<file path="src/rtl/mic_sample_fifo_if.sv">
// Wishbone bus bundles shared by mic_sample_fifo and its users.
// Controller-side and peripheral-side signals are packed structs so each bus direction is a single port.
package mic_wb_pkg;

    localparam int WB_AW = 8;
    localparam int WB_DW = 32;

    typedef struct packed {
        logic             stb;
        logic             we;
        logic [WB_AW-1:0] adr;
        logic [WB_DW-1:0] dat;
    } iWishbone_Ctrl;

    typedef struct packed {
        logic             ack;
        logic [WB_DW-1:0] dat;
    } iWishbone_Peri;

endpackage

</file>
<file path="src/rtl/mic_sample_fifo.sv">
// PCM sample FIFO exposed as a Wishbone peripheral with a level-threshold irq.
// Optional macro MIC_FIFO_SIGNED_EN: DATA reads return the sample re-centred to two's complement.
module mic_sample_fifo
    import mic_wb_pkg::*;
#(
    parameter int pAudioBits = 16,
    parameter int pDepth     = 16,
    parameter int pIrqLevel  = 8
) (
    input  logic                  clk,
    input  logic                  rst,
    input  iWishbone_Ctrl         wb_c,
    output iWishbone_Peri         wb_p,
    input  logic [pAudioBits-1:0] sample_dat,
    input  logic                  sample_stb,
    output logic                  irq
);

    localparam int AW = $clog2(pDepth);
    localparam int LW = AW + 1;

    logic [pAudioBits-1:0] mem [pDepth];

    logic [AW-1:0]    wr_ptr_q, wr_ptr_d;
    logic [AW-1:0]    rd_ptr_q, rd_ptr_d;
    logic [LW-1:0]    level_q, level_d;
    logic             ovf_q, ovf_d;
    logic             irq_en_q, irq_en_d;
    logic [7:0]       thresh_q, thresh_d;
    logic             ack_q, ack_d;
    logic [WB_DW-1:0] dat_q, dat_d;
    logic             irq_q, irq_d;

    logic empty, full;
    logic accept, rd_en, wr_en;
    logic pop, ctrl_wr, thresh_wr, flush, clr_ovf;
    logic push, ovf_evt;
    logic [pAudioBits-1:0] rd_sample;
    logic [WB_DW-1:0]      sample_ext;
    logic                  unused_wb_dat;

    assign empty  = (level_q == '0);
    assign full   = (level_q == LW'(pDepth));

    assign accept    = wb_c.stb && !ack_q;
    assign rd_en     = accept && !wb_c.we;
    assign wr_en     = accept && wb_c.we;
    assign pop       = rd_en && (wb_c.adr == WB_AW'(0)) && !empty;
    assign ctrl_wr   = wr_en && (wb_c.adr == WB_AW'(2));
    assign thresh_wr = wr_en && (wb_c.adr == WB_AW'(3));
    assign flush     = ctrl_wr && wb_c.dat[1];
    assign clr_ovf   = ctrl_wr && wb_c.dat[2];

    // A pop in the same cycle frees the slot, so a full FIFO can still take the sample.
    assign push    = sample_stb && !flush && (!full || pop);
    assign ovf_evt = sample_stb && !flush && full && !pop;

    assign rd_sample = mem[rd_ptr_q];

`ifdef MIC_FIFO_SIGNED_EN
    logic [pAudioBits-1:0] centred;
    assign centred    = {~rd_sample[pAudioBits-1], rd_sample[pAudioBits-2:0]};
    assign sample_ext = WB_DW'(signed'(centred));
`else
    assign sample_ext = WB_DW'(rd_sample);
`endif

    assign unused_wb_dat = ^wb_c.dat[WB_DW-1:8];

    always_comb begin
        wr_ptr_d = wr_ptr_q;
        rd_ptr_d = rd_ptr_q;
        level_d  = level_q;
        ovf_d    = ovf_q;
        irq_en_d = irq_en_q;
        thresh_d = thresh_q;
        ack_d    = accept;
        dat_d    = '0;
        irq_d    = irq_en_q && (32'(level_q) >= 32'(thresh_q));

        if (rd_en) begin
            case (wb_c.adr)
                WB_AW'(0): dat_d = empty ? '0 : sample_ext;
                WB_AW'(1): dat_d = WB_DW'({8'(level_q), 5'b0, ovf_q, full, empty});
                WB_AW'(2): dat_d = WB_DW'(irq_en_q);
                WB_AW'(3): dat_d = WB_DW'(thresh_q);
                default:   dat_d = '0;
            endcase
        end

        if (ctrl_wr) irq_en_d = wb_c.dat[0];
        if (thresh_wr) thresh_d = wb_c.dat[7:0];
        if (clr_ovf) ovf_d = 1'b0;
        if (ovf_evt) ovf_d = 1'b1;

        if (flush) begin
            wr_ptr_d = '0;
            rd_ptr_d = '0;
            level_d  = '0;
        end else begin
            if (push) wr_ptr_d = wr_ptr_q + 1'b1;
            if (pop) rd_ptr_d = rd_ptr_q + 1'b1;
            level_d = level_q + LW'(push) - LW'(pop);
        end
    end

    always_ff @(posedge clk) begin
        if (push) mem[wr_ptr_q] <= sample_dat;
    end

    always_ff @(posedge clk) begin
        if (rst) begin
            wr_ptr_q <= '0;
            rd_ptr_q <= '0;
            level_q  <= '0;
            ovf_q    <= 1'b0;
            irq_en_q <= 1'b0;
            thresh_q <= 8'(pIrqLevel);
            ack_q    <= 1'b0;
            dat_q    <= '0;
            irq_q    <= 1'b0;
        end else begin
            wr_ptr_q <= wr_ptr_d;
            rd_ptr_q <= rd_ptr_d;
            level_q  <= level_d;
            ovf_q    <= ovf_d;
            irq_en_q <= irq_en_d;
            thresh_q <= thresh_d;
            ack_q    <= ack_d;
            dat_q    <= dat_d;
            irq_q    <= irq_d;
        end
    end

    assign wb_p.ack = ack_q;
    assign wb_p.dat = dat_q;
    assign irq      = irq_q;

endmodule

</file>
<file path="config.mk">
export PLATFORM = sky130hd
export DESIGN_NAME = mic_sample_fifo
export DESIGN_NICKNAME = d
export VERILOG_FILES = /design/src/rtl/mic_sample_fifo_if.sv /design/src/rtl/mic_sample_fifo.sv
export SDC_FILE = /design/constraint.sdc
export NUM_CORES = 1
export LEC_CHECK = 0
export ABC_AREA = 1
export BUFFER_PORTS_ARGS = -buffer_cell sky130_fd_sc_hd__buf_4
export CORE_MARGIN = 2
export CORE_UTILIZATION = 30
export DETAILED_ROUTE_END_ITERATION = 8
export PLACE_DENSITY = 0.57
export RECOVER_POWER = 25
export SLEW_MARGIN = 40
export SYNTH_ARGS = -nofsm -noshare
export SYNTH_HDL_FRONTEND = slang
export SYNTH_SLANG_ARGS = --single-unit
</file>
<file path="constraint.sdc">
create_clock -name clk -period 3.39 [get_ports clk]
set_input_delay 0.678 -clock clk [delete_from_list [all_inputs] [get_ports clk]]
set_output_delay 0.678 -clock clk [all_outputs]
set_load 0.03 [all_outputs]
</file>
==> summary.md <==
| Metric | Value |
|---|---|
| Status | `completed` |
| Max rail drop VDD | `around 0.00037 V` |
| CTS max path bufs | `3` |
| Design Area, Final | `14530 um^2` |
| Nets | `1251` |
| Critical path type | `reg -> reg` |
| Share of the synthesized area in the top cell type | `61.72%` |
| DR vias/cell | `4.726` |
| Area grow syn2layout | `16.63%` |
| Post-Route M1 WL | `roughly 13 mm` |
| Vias | `between 8000 and 9000` |
| Ports | `95` |
| Sequential share of the synthesized area | `between 60% and 70%` |
| Residual DRC | `0` |
| Top Layer Used | `met5` |
| Max_cap viols | `0` |
| Number of global-route vias before repair | `7910` |
| Average wire per standard cell | `17.85 um` |
| Startpoint Class | `register` |
| Clock skew | `0.01705 ns` |
| Peak fanout along the critical path | `7` |
| Synthesis warning total | `0` |
| Largest cells by area after synthesis | `edfxtp_1, nand2_1, nand3_1, dfxtp_1, nor2_1` |
| Endpoints failing hold | `0` |
| Post-CTS Resized | `0` |
| Post-Syn Area | `12460 um^2` |
| Core area | `40920 um^2` |
| Number of synthesized register bits | `301` |
| Layout cells sized above 1 | `14.44%` |
| Grt ovf | `0` |
| Starting Density | `30.44%` |
| Setup crit end kind | `register` |
| TNS Setup | `0 ns` |
| Number of DRC markers in iteration 0 | `813` |
| Clock sink count | `301` |
| Post-Syn Instances | `around 1100` |
| DR pass1 iterations | `5` |
| RePlAce Congestion | `about 0.78` |
| Final Max Slew Viols | `0` |
| Mapped Avg Cell Area | `11.28 um^2` |
| Die area | `43160 um^2` |
| Pwr Density | `572.4 nW/um^2` |
| Dpl hpwl | `18.08 mm` |
| Max-slew headroom | `just over 40%` |
| Met3 WL | `1.514 mm` |
| Met2 wire length | `approximately 15 mm` |
| FP Rows | `74` |
| Die H | `207.8 um` |
| CTS Hold Bufs | `0` |
| Commonest cells after routing, fill and taps aside | `nand2_1, edfxtp_1, nand3_1` |
| CTS root buffer | `clkbuf_16` |
| Unrepaired setup endpoints after global routing | `false` |
| Post-layout min period | `2.795 ns` |
| # port buffers | `54` |
| LEAKAGE | `5.243 nW` |
| Worst Hold Class | `in -> reg` |
| CTS tree | `built` |
| Post-CTS Setup Inserts | `0` |
| H-Tree Depth | `1` |
| Global Route Usage Sum | `14.24%` |
| Worst-Skew Late Latency | `0.57 ns` |
| Worst-margin pin slew | `0.8881 ns` |
| Synth cell types | `37` |
| Critical Path AT | `about 3.2 ns` |
| Pin count of the biggest net entering global routing | `87` |
| Final Cycle Share | `~82%` |
| Placed cell area | `13510 um^2` |
| First-pass GRT wire length | `47.48 mm` |
| R2r setup slk | `0.59 ns` |
| CTS Buf Count | `31` |
| Commonest non-fill, non-tap cell in the layout | `nand2_1` |
| ANT cells | `0` |
| Final ANT Viol Nets | `0` |
| Fill cells | `4050` |
| Die W | `207.8 um` |
| Final WL | `30.88 mm` |
| Worst path required time | `approximately 3.8 ns` |
| Initial antenna violation count | `1` |
| Setup violators final | `0` |
| Cell taking the most area after synthesis | `edfxtp_1` |
| Peak Freq | `357.8 MHz` |
| WHS | `0.3398 ns` |
| Clk slew on worst S/H paths | `roughly 0.060 ns` |
[sequential cells by signal, summed over array words and instances, names as in the netlist, named ones only]
| signal | flops |
|---|---|
| ovf_q | 1 |
| rd_ptr_q | 4 |
| level_q | 5 |
| irq_en_q | 1 |
| irq | 1 |
| ack_q | 1 |
| wr_ptr_q | 4 |
| dat_q | 16 |
| mem | 256 |
| thresh_q | 8 |
[synthesized netlist by cell type]
cell type,instances
nand3_1,193
o21bai_1,2
conb_1,1
buf_6,1
edfxtp_1,256
fa_1,1
buf_1,2
nor3b_1,1
xnor2_1,1
nor2_1,80
o21ai_1,5
inv_1,41
clkbuf_1,17
nor3_2,1
inv_6,1
xor2_1,4
o21ai_0,42
nor3_4,1
o21a_1,2
buf_4,28
nor3_1,4
nand2_4,7
o211ai_1,2
nor2_4,1
nor2_2,6
o22ai_1,9
dfxtp_1,45
nand2_1,267
a21oi_1,28
inv_2,5
buf_2,23
or2_2,1
nand4_1,7
nand3_4,1
nand3_2,1
nand2_2,1
ha_1,16
[path summary, 6_finish.rpt]
| path | from | to | cells past startpoint |
|---|---|---|---|
| worst max register to register | level_q[3]$_SDFF_PP0_ | level_q[4]$_SDFF_PP0_ | 18 |
| worst min register to register | irq_en_q$_SDFFE_PP0N_ | irq$_SDFF_PP0_ | 2 |
| worst min-delay path | rst | ovf_q$_SDFFE_PP0P_ | 2 |
| worst max-delay path | level_q[3]$_SDFF_PP0_ | level_q[4]$_SDFF_PP0_ | 18 |
[layer usage]
layer  vias up  global-route usage [%]
li1       3952                       -
met2       230                   24.00
met3        49                   1.785
met5         -                       0
met4         2                   4.891
met1      3943                   18.94
[logic make-up after synthesis]
| group | share of synthesized area [%] |
|---|---|
| AO/OA/AOI/OAI | 3.827 |
| XOR/XNOR | 0.3516 |
| adder cells (fa/ha/maj) | 1.768 |
| buffers and inverters | 4.731 |
| flip-flops | 68.95 |
| other | 0.03011 |
| AND/OR/NAND/NOR | 20.34 |
[report_power, final]
group / leakage (nW) / internal, mW / switching, mW
logic: 2.04 / 0.200 / 0.401
registers: 2.68 / 4.13 / 0.0505
clock network: 0.528 / 2.12 / 1.41
total: 5.24 / 6.45 / 1.86
[worst max-delay path, stage by stage, from the launching register on]
cell     delay [ns]
dfxtp_1        0.34
inv_1          0.09
ha_1           0.18
nand3_1        0.08
nor2_1         0.28
nand2_4        0.11
nand3_4        0.13
ha_1           0.25
inv_1          0.05
ha_1           0.15
inv_1          0.06
fa_1           0.41
inv_1          0.08
a21oi_1        0.06
nor2_1         0.10
nor2_1         0.06
xor2_1         0.13
inv_1          0.05
nor2_1         0.03
[metrics by stage]
stage / total power [mW] / instances / utilization (%) / setup WS [ns]
after floorplan: 4.667 / 1119 / - / 0.5641
after global placement: 4.854 / 1672 / 33.00 / 0.2272
after detailed placement: 4.873 / 1672 / 33.01 / 0.1980
after CTS: 8.413 / 1730 / 35.61 / 0.5869
after global routing: 8.641 / 1730 / 35.50 / 0.3269
final: 8.315 / 1730 / 35.50 / 0.5948
[layout make-up]
type | count | area (um^2) | share of cell area, %
Clock buffer | 38 | 832.0 | 5.727
Clock inverter | 20 | 230.2 | 1.585
Inverter | 47 | 182.7 | 1.257
Multi-Input combinational cell | 700 | 3374 | 23.23
Sequential cell | 301 | 8593 | 59.15
Tap cell | 532 | 665.6 | 4.582
Timing Repair Buffer | 92 | 649.4 | 4.470
Power figures use the tool's default switching activity.
